==> src/rtl/clock_pkg.sv <==
// Shared constants, FSM state encoding and calendar helpers for the clock datapath.
package clock_pkg;

  typedef enum logic [2:0] {
    ST_IDLE,
    ST_DIV,
    ST_HOUR,
    ST_MIN,
    ST_SEC,
    ST_YEAR,
    ST_MONTH,
    ST_DAY
  } state_t;

  localparam logic [16:0] SECS_PER_DAY   = 17'd86400;
  localparam logic [16:0] SECS_PER_HOUR  = 17'd3600;
  localparam logic [16:0] SECS_PER_MIN   = 17'd60;
  localparam logic [15:0] EPOCH_YEAR_BCD = 16'h1970;
  localparam logic [63:0] COUNTER_MAX    = 64'd4102444800;

  function automatic logic [4:0] month_days(input logic [7:0] mon_bcd, input logic leap);
    case (mon_bcd)
      8'h02:                      month_days = leap ? 5'd29 : 5'd28;
      8'h04, 8'h06, 8'h09, 8'h11: month_days = 5'd30;
      default:                    month_days = 5'd31;
    endcase
  endfunction

  function automatic logic [2:0] wd_add(input logic [2:0] wd, input logic [1:0] k);
    logic [3:0] s;
    s = {1'b0, wd} + {2'b00, k};
    return (s >= 4'd7) ? 3'(s - 4'd7) : s[2:0];
  endfunction

endpackage

==> src/rtl/bcd_inc.sv <==
// N-digit BCD incrementer: adds one with a per-digit decimal carry chain.
module bcd_inc #(
  parameter int unsigned DIGITS = 2
) (
  input  logic [4*DIGITS-1:0] i_val,
  output logic [4*DIGITS-1:0] o_val
);

  logic w_carry;

  always_comb begin
    w_carry = 1'b1;
    o_val   = '0;
    for (int unsigned d = 0; d < DIGITS; d++) begin
      if (w_carry && i_val[4*d +: 4] == 4'd9) begin
        o_val[4*d +: 4] = 4'd0;
      end else if (w_carry) begin
        o_val[4*d +: 4] = i_val[4*d +: 4] + 4'd1;
        w_carry         = 1'b0;
      end else begin
        o_val[4*d +: 4] = i_val[4*d +: 4];
      end
    end
  end

endmodule

==> src/rtl/counter_to_datetime.sv <==
// Iterative epoch-seconds to BCD date/time decoder (divide, then subtract-and-count).
// Optional weekday output enabled by defining COUNTER_TO_DATETIME_WEEKDAY_EN.
module counter_to_datetime
  import clock_pkg::*;
(
  input  logic        clk,
  input  logic        rst,
  input  logic        start,
  input  logic [63:0] counter,
  output logic        busy,
  output logic        done,
  output logic        err,
  output logic [15:0] year_bcd,
  output logic [7:0]  month_bcd,
  output logic [7:0]  day_bcd,
  output logic [7:0]  hour_bcd,
  output logic [7:0]  minute_bcd,
  output logic [7:0]  second_bcd
`ifdef COUNTER_TO_DATETIME_WEEKDAY_EN
  ,
  output logic [2:0]  weekday
`endif
);

  state_t      r_state;
  logic [31:0] r_num;   // dividend during DIV, then remaining days
  logic [16:0] r_rem;   // seconds-of-day remainder
  logic [4:0]  r_cnt;
  logic [1:0]  r_leap;  // year mod 4 phase; 0 means leap
  logic [15:0] r_year;
  logic [7:0]  r_mon, r_day, r_hour, r_min, r_sec;

  logic [15:0] w_year_inc;
  logic [7:0]  w_mon_inc, w_day_inc, w_hour_inc, w_min_inc, w_sec_inc;
  logic [17:0] w_trial;
  logic        w_div_ge;
  logic [16:0] w_rem_next;
  logic        w_leap, w_in_range, w_year_step, w_mon_step, w_day_step;
  logic [8:0]  w_year_len;
  logic [4:0]  w_mon_len;

  bcd_inc #(.DIGITS(4)) u_inc_year (.i_val(r_year), .o_val(w_year_inc));
  bcd_inc #(.DIGITS(2)) u_inc_mon  (.i_val(r_mon),  .o_val(w_mon_inc));
  bcd_inc #(.DIGITS(2)) u_inc_day  (.i_val(r_day),  .o_val(w_day_inc));
  bcd_inc #(.DIGITS(2)) u_inc_hour (.i_val(r_hour), .o_val(w_hour_inc));
  bcd_inc #(.DIGITS(2)) u_inc_min  (.i_val(r_min),  .o_val(w_min_inc));
  bcd_inc #(.DIGITS(2)) u_inc_sec  (.i_val(r_sec),  .o_val(w_sec_inc));

  always_comb begin
    w_trial     = {r_rem, r_num[31]};
    w_div_ge    = w_trial >= 18'(SECS_PER_DAY);
    w_rem_next  = w_div_ge ? 17'(w_trial - 18'(SECS_PER_DAY)) : w_trial[16:0];
    w_leap      = (r_leap == 2'd0);
    w_year_len  = w_leap ? 9'd366 : 9'd365;
    w_mon_len   = month_days(r_mon, w_leap);
    w_in_range  = counter < COUNTER_MAX;
    w_year_step = r_num >= 32'(w_year_len);
    w_mon_step  = r_num >= 32'(w_mon_len);
    w_day_step  = r_num != '0;
  end

  always_ff @(posedge clk) begin
    if (rst) begin
      r_state    <= ST_IDLE;
      r_num      <= '0;
      r_rem      <= '0;
      r_cnt      <= '0;
      r_leap     <= 2'd2;
      r_year     <= EPOCH_YEAR_BCD;
      r_mon      <= 8'h01;
      r_day      <= 8'h01;
      r_hour     <= '0;
      r_min      <= '0;
      r_sec      <= '0;
      busy       <= 1'b0;
      done       <= 1'b0;
      err        <= 1'b0;
      year_bcd   <= EPOCH_YEAR_BCD;
      month_bcd  <= 8'h01;
      day_bcd    <= 8'h01;
      hour_bcd   <= '0;
      minute_bcd <= '0;
      second_bcd <= '0;
    end else begin
      done <= 1'b0;
      case (r_state)
        ST_IDLE: begin
          if (start && w_in_range) begin
            r_num   <= counter[31:0];
            r_rem   <= '0;
            r_cnt   <= '0;
            r_leap  <= 2'd2;
            r_year  <= EPOCH_YEAR_BCD;
            r_mon   <= 8'h01;
            r_day   <= 8'h01;
            r_hour  <= '0;
            r_min   <= '0;
            r_sec   <= '0;
            busy    <= 1'b1;
            r_state <= ST_DIV;
          end else if (start) begin
            done <= 1'b1;
            err  <= 1'b1;
          end
        end
        ST_DIV: begin
          // Quotient bits shift into r_num as the dividend bits shift out.
          r_rem <= w_rem_next;
          r_num <= {r_num[30:0], w_div_ge};
          r_cnt <= r_cnt + 5'd1;
          if (r_cnt == 5'd31) r_state <= ST_HOUR;
        end
        ST_HOUR: begin
          if (r_rem >= SECS_PER_HOUR) begin
            r_rem  <= r_rem - SECS_PER_HOUR;
            r_hour <= w_hour_inc;
          end else r_state <= ST_MIN;
        end
        ST_MIN: begin
          if (r_rem >= SECS_PER_MIN) begin
            r_rem <= r_rem - SECS_PER_MIN;
            r_min <= w_min_inc;
          end else r_state <= ST_SEC;
        end
        ST_SEC: begin
          if (r_rem != '0) begin
            r_rem <= r_rem - 17'd1;
            r_sec <= w_sec_inc;
          end else r_state <= ST_YEAR;
        end
        ST_YEAR: begin
          if (w_year_step) begin
            r_num  <= r_num - 32'(w_year_len);
            r_year <= w_year_inc;
            r_leap <= r_leap + 2'd1;
          end else r_state <= ST_MONTH;
        end
        ST_MONTH: begin
          if (w_mon_step) begin
            r_num <= r_num - 32'(w_mon_len);
            r_mon <= w_mon_inc;
          end else r_state <= ST_DAY;
        end
        ST_DAY: begin
          if (w_day_step) begin
            r_num <= r_num - 32'd1;
            r_day <= w_day_inc;
          end else begin
            year_bcd   <= r_year;
            month_bcd  <= r_mon;
            day_bcd    <= r_day;
            hour_bcd   <= r_hour;
            minute_bcd <= r_min;
            second_bcd <= r_sec;
            done       <= 1'b1;
            err        <= 1'b0;
            busy       <= 1'b0;
            r_state    <= ST_IDLE;
          end
        end
        default: r_state <= ST_IDLE;
      endcase
    end
  end

`ifdef COUNTER_TO_DATETIME_WEEKDAY_EN
  logic [2:0] r_wd;

  // Mirrors the FSM step conditions; each subtracted period advances by its length mod 7.
  always_ff @(posedge clk) begin
    if (rst) begin
      r_wd    <= 3'd4;
      weekday <= 3'd4;
    end else begin
      case (r_state)
        ST_IDLE:  if (start && w_in_range) r_wd <= 3'd4;
        ST_YEAR:  if (w_year_step) r_wd <= wd_add(r_wd, w_leap ? 2'd2 : 2'd1);
        ST_MONTH: if (w_mon_step) r_wd <= wd_add(r_wd, 2'(w_mon_len - 5'd28));
        ST_DAY: begin
          if (w_day_step) r_wd <= wd_add(r_wd, 2'd1);
          else            weekday <= r_wd;
        end
        default: ;
      endcase
    end
  end
`else
  // No weekday tracking in this build.
`endif

endmodule

==> config.mk <==
export PLATFORM = sky130hd
export DESIGN_NAME = counter_to_datetime
export DESIGN_NICKNAME = d
export VERILOG_FILES = /design/src/rtl/clock_pkg.sv /design/src/rtl/bcd_inc.sv /design/src/rtl/counter_to_datetime.sv
export SDC_FILE = /design/constraint.sdc
export NUM_CORES = 1
export LEC_CHECK = 0
export ABC_AREA = 0
export BUFFER_PORTS_ARGS = -buffer_cell sky130_fd_sc_hd__buf_4
export CAP_MARGIN = 20
export CORE_UTILIZATION = 40
export DETAILED_ROUTE_END_ITERATION = 10
export GPL_TIMING_DRIVEN = 0
export SLEW_MARGIN = 15
export SYNTH_ARGS = -nofsm -noshare
export SYNTH_HDL_FRONTEND = slang
export SYNTH_SLANG_ARGS = --single-unit
==> constraint.sdc <==
create_clock -name clk -period 4.63 [get_ports clk]
set_input_delay 0.6945 -clock clk [delete_from_list [all_inputs] [get_ports clk]]
set_output_delay 0.6945 -clock clk [all_outputs]
set_load 0.01 [all_outputs]
==> flow_metrics.py <==
metrics = {
    "synthesis": {
        "synth_nets": 1776,
        "synthesis.instances": 1663,
        "ys_top_cells_by_count": "228 x nand2_1, 180 x a21oi_1, 174 x dfxtp_1, 135 x nor2_1, 125 x clkbuf_1",
        "netlist.area_leader.share": 0.2908,
        "ys_warn_count": 0,
        "avgSynthCellArea_um2": 7.204,
        "yosysSeqAreaShare": 0.2908,
        "ys_seq_elements": 174,
        "synth_cell_type_count": 76,
        "synth.area.top_cells": "dfxtp_1 29%, a21oi_1 7.5%, nand2_1 7.1%",
        "synth_flop_cell": "dfxtp_1",
        "synth_top_area_cell": "dfxtp_1",
        "async_flop_share": 0,
        "yosys.cell_count.top_type": "nand2_1",
        "synth_area_mm2": 0.01198,
        "synth-edff-count": 0,
    },
    "routing": {
        "first_pass_iters": 6,
        "detail-route-antenna-nets": 0,
        "via_per_inst": 6.370,
        "drt_iter0_drc": 1903,
        "remaining_drc_errors": 0,
        "postRouteWirelength_mm": 53.79,
        "wire_per_inst_um": 24.34,
        "vias": 14080,
    },
    "power": {
        "power.total_mw": 9.123,
        "ir_drop_v": 0.0003082,
        "powerDensity_mw_per_mm2": 646.6,
        "p_leak_nw": 5.151,
    },
    "sta": {
        "fin_ws_ns": 0.1508,
        "worst_slew_pin_slew_ns": 1.219,
        "finalSetupViolCount": 0,
        "post-route-min-period_ns": 4.479,
        "rsz0062_at_grt": "false",
        "fmax_mhz": 223.3,
        "fin_worst_skew_ns": 0.01364,
        "tns_ns": 0,
        "hold_viol": 0,
        "drv_slew": 0,
        "fin_crit_sh": 0.9674,
        "relSlewSlack": 0.1874,
    },
    "clocking": {
        "cts_buffer_depth": 2,
        "clk_latency_ns": 0.46,
        "cts.hold.buffers_added": 0,
        "cts.sinks": 174,
        "htree_levels": 4,
        "cts_tree": "built",
        "cts_root_buf": "clkbuf_16",
        "path_clk_slew_ns": 0.08,
        "cts_buffers": 17,
    },
    "place": {
        "dpl_cell_area_mm2": 0.01345,
        "gp_congestion": 0.9907,
        "pre_cts_ws_ns": -0.7411,
        "dpl.hpwl_mm": 38.83,
        "io_buffers": 124,
    },
    "cells_and_area": {
        "fin_area_mm2": 0.01411,
        "num-nets-final": 1926,
        "antenna_cells": 0,
        "layout-drive-gt1-share": 0.1112,
        "area_delta_synth_final_pct": 17.76,
    },
    "die": {
        "core_mm2": 0.02909,
        "rows": 62,
        "io_pins": 126,
        "fp.dieW_um": 175.1,
        "fp.dieArea_mm2": 0.03065,
        "die_y_um": 175.1,
        "start_util": 0.4118,
    },
    "status": {
        "outcome": "finished clean",
    },
    "critical_path": {
        "crit_arrival_ns": 4.78,
        "critical_path_class": "reg -> reg",
        "endpoint_kind": "register",
        "crit_fanout": 10,
        "worst-endpoint-required_ns": 4.93,
        "start_kind": "register",
    },
    "global_route": {
        "overflow": 0,
        "grt_pass1_vias": 12810,
        "grt_use_total": 0.3488,
        "grt_first_pass_wirelength_mm": 80.44,
        "antenna_found_initial": 0,
        "grt_max_degree": 19,
    },
    "flow_run": {
        "cap_violations": 0,
    },
    "hold_path": {
        "min_path_type": "reg -> reg",
    },
}
worst paths after layout:
kind	startpoint	end	slack, ns	depth (start not counted)
min reg2reg	day_bcd[4]	day_bcd[4]	0.45	2
max	r_mon[0]	r_num[7]	0.15	17
min	day_bcd[4]	day_bcd[4]	0.45	2
max reg2reg	r_mon[0]	r_num[7]	0.15	17
registers in the layout, summed over array words and instances, names as in the netlist, 8 cells and up:
register and cells:
day_bcd 8, hour_bcd 8, minute_bcd 8, month_bcd 8
r_day 8, r_hour 8, r_min 8, r_mon 8
r_num 32, r_rem 17, r_sec 8, r_year 16
second_bcd 8, year_bcd 16
cells in the final DEF, fill, tap and decap left out, types with 7 or more instances in the layout:
master and instances:
o221ai_1 14, a31oi_1 16, nor4_1 31, o22ai_1 22, nand2b_1 10, and3b_1 9, o211ai_1 18, a21oi_1 180
xor2_1 14, nand2_1 227, ha_1 44, nand4_1 13, nor2_1 134, dfxtp_1 174, nor3_1 69, nor3b_1 14
or3_1 23, o31ai_1 15, and3_1 16, a2111oi_0 11, inv_1 54, xnor2_1 33, nor2b_1 13, a211oi_1 22
nand3_1 55, buf_4 134, o41ai_1 8, a21o_1 8, clkbuf_16 17, a221oi_1 7, clkbuf_1 121, o32ai_1 13
or4_1 18, nand3b_1 7, and2_1 9, o21ai_0 94, mux2i_1 13, a22oi_1 14
timing repair:
action	4_1_cts	5_1_grt
endpoints found under the setup margin	34	27
buffers inserted	3	2
pin swaps	1	0
gates resized for setup	11	6
hold endpoints to repair	0	0
cloned	0	0
cell families (layout without fill, tap and decap cells):
family,Yosys count,count (layout),synth area share
adders and majority gates,46,46,0.04930
and+or+nand+nor,680,680,0.2803
xor gates and xnor gates,47,47,0.03436
AOI/OAI and AO/OA,509,509,0.2707
muxes,17,17,0.01462
DFF,174,174,0.2908
buffers and inverters,190,353,0.05995
where the power goes:
group          leakage [nW]  internal [mW]  switching, mW
Combinational          3.47           1.83           3.97
Clock                 0.279          0.722          0.770
Sequential             1.41           1.66          0.168
final cells by class:
type                            instances  area [µm²]
Fill cell                            2968       14980
Multi-Input combinational cell       1299        7846
Sequential cell                       174        3483
Timing Repair Buffer                  133       996.0
Buffer                                133       515.5
Tap cell                              384       480.5
Clock buffer                           18       429.2
Inverter                               55       206.4
Clock inverter                         14       151.4
worst max-delay path, stage by stage (launching register included):
cell and delay, ns:
dfxtp_1 0.42, inv_1 0.11, nor3_1 0.26, and2_4 0.20, nand2_1 0.05, o21ai_0 0.14
a22oi_1 0.15, ha_1 0.23, fa_2 0.41, and4b_4 0.47, nor4_4 0.06, buf_4 0.16
a32o_1 0.24, a2111o_1 0.46, or2_4 0.33, clkbuf_2 0.27, a21oi_1 0.22, o32ai_1 0.12
stage by stage:
stage	std cells	hold WS, ns	util
after floorplan	1663	0.4367	-
after CTS	2207	0.4575	0.4838
after global placement	2171	0.4444	0.4603
after detailed placement	2174	0.4487	0.4625
final	2210	0.4544	0.4850
after global routing	2210	0.4789	0.4850
routing by layer:
layer	up-vias	global-route usage	routed length, µm	share of wire
li1	6398	-	-	-
met1	6694	0.4828	23390	0.43
met2	838	0.5112	22420	0.42
met3	148	0.09182	5787	0.11
met4	0	0.1380	2190	0.041
met5	-	0	0	0
Power figures use the tool's default switching activity.
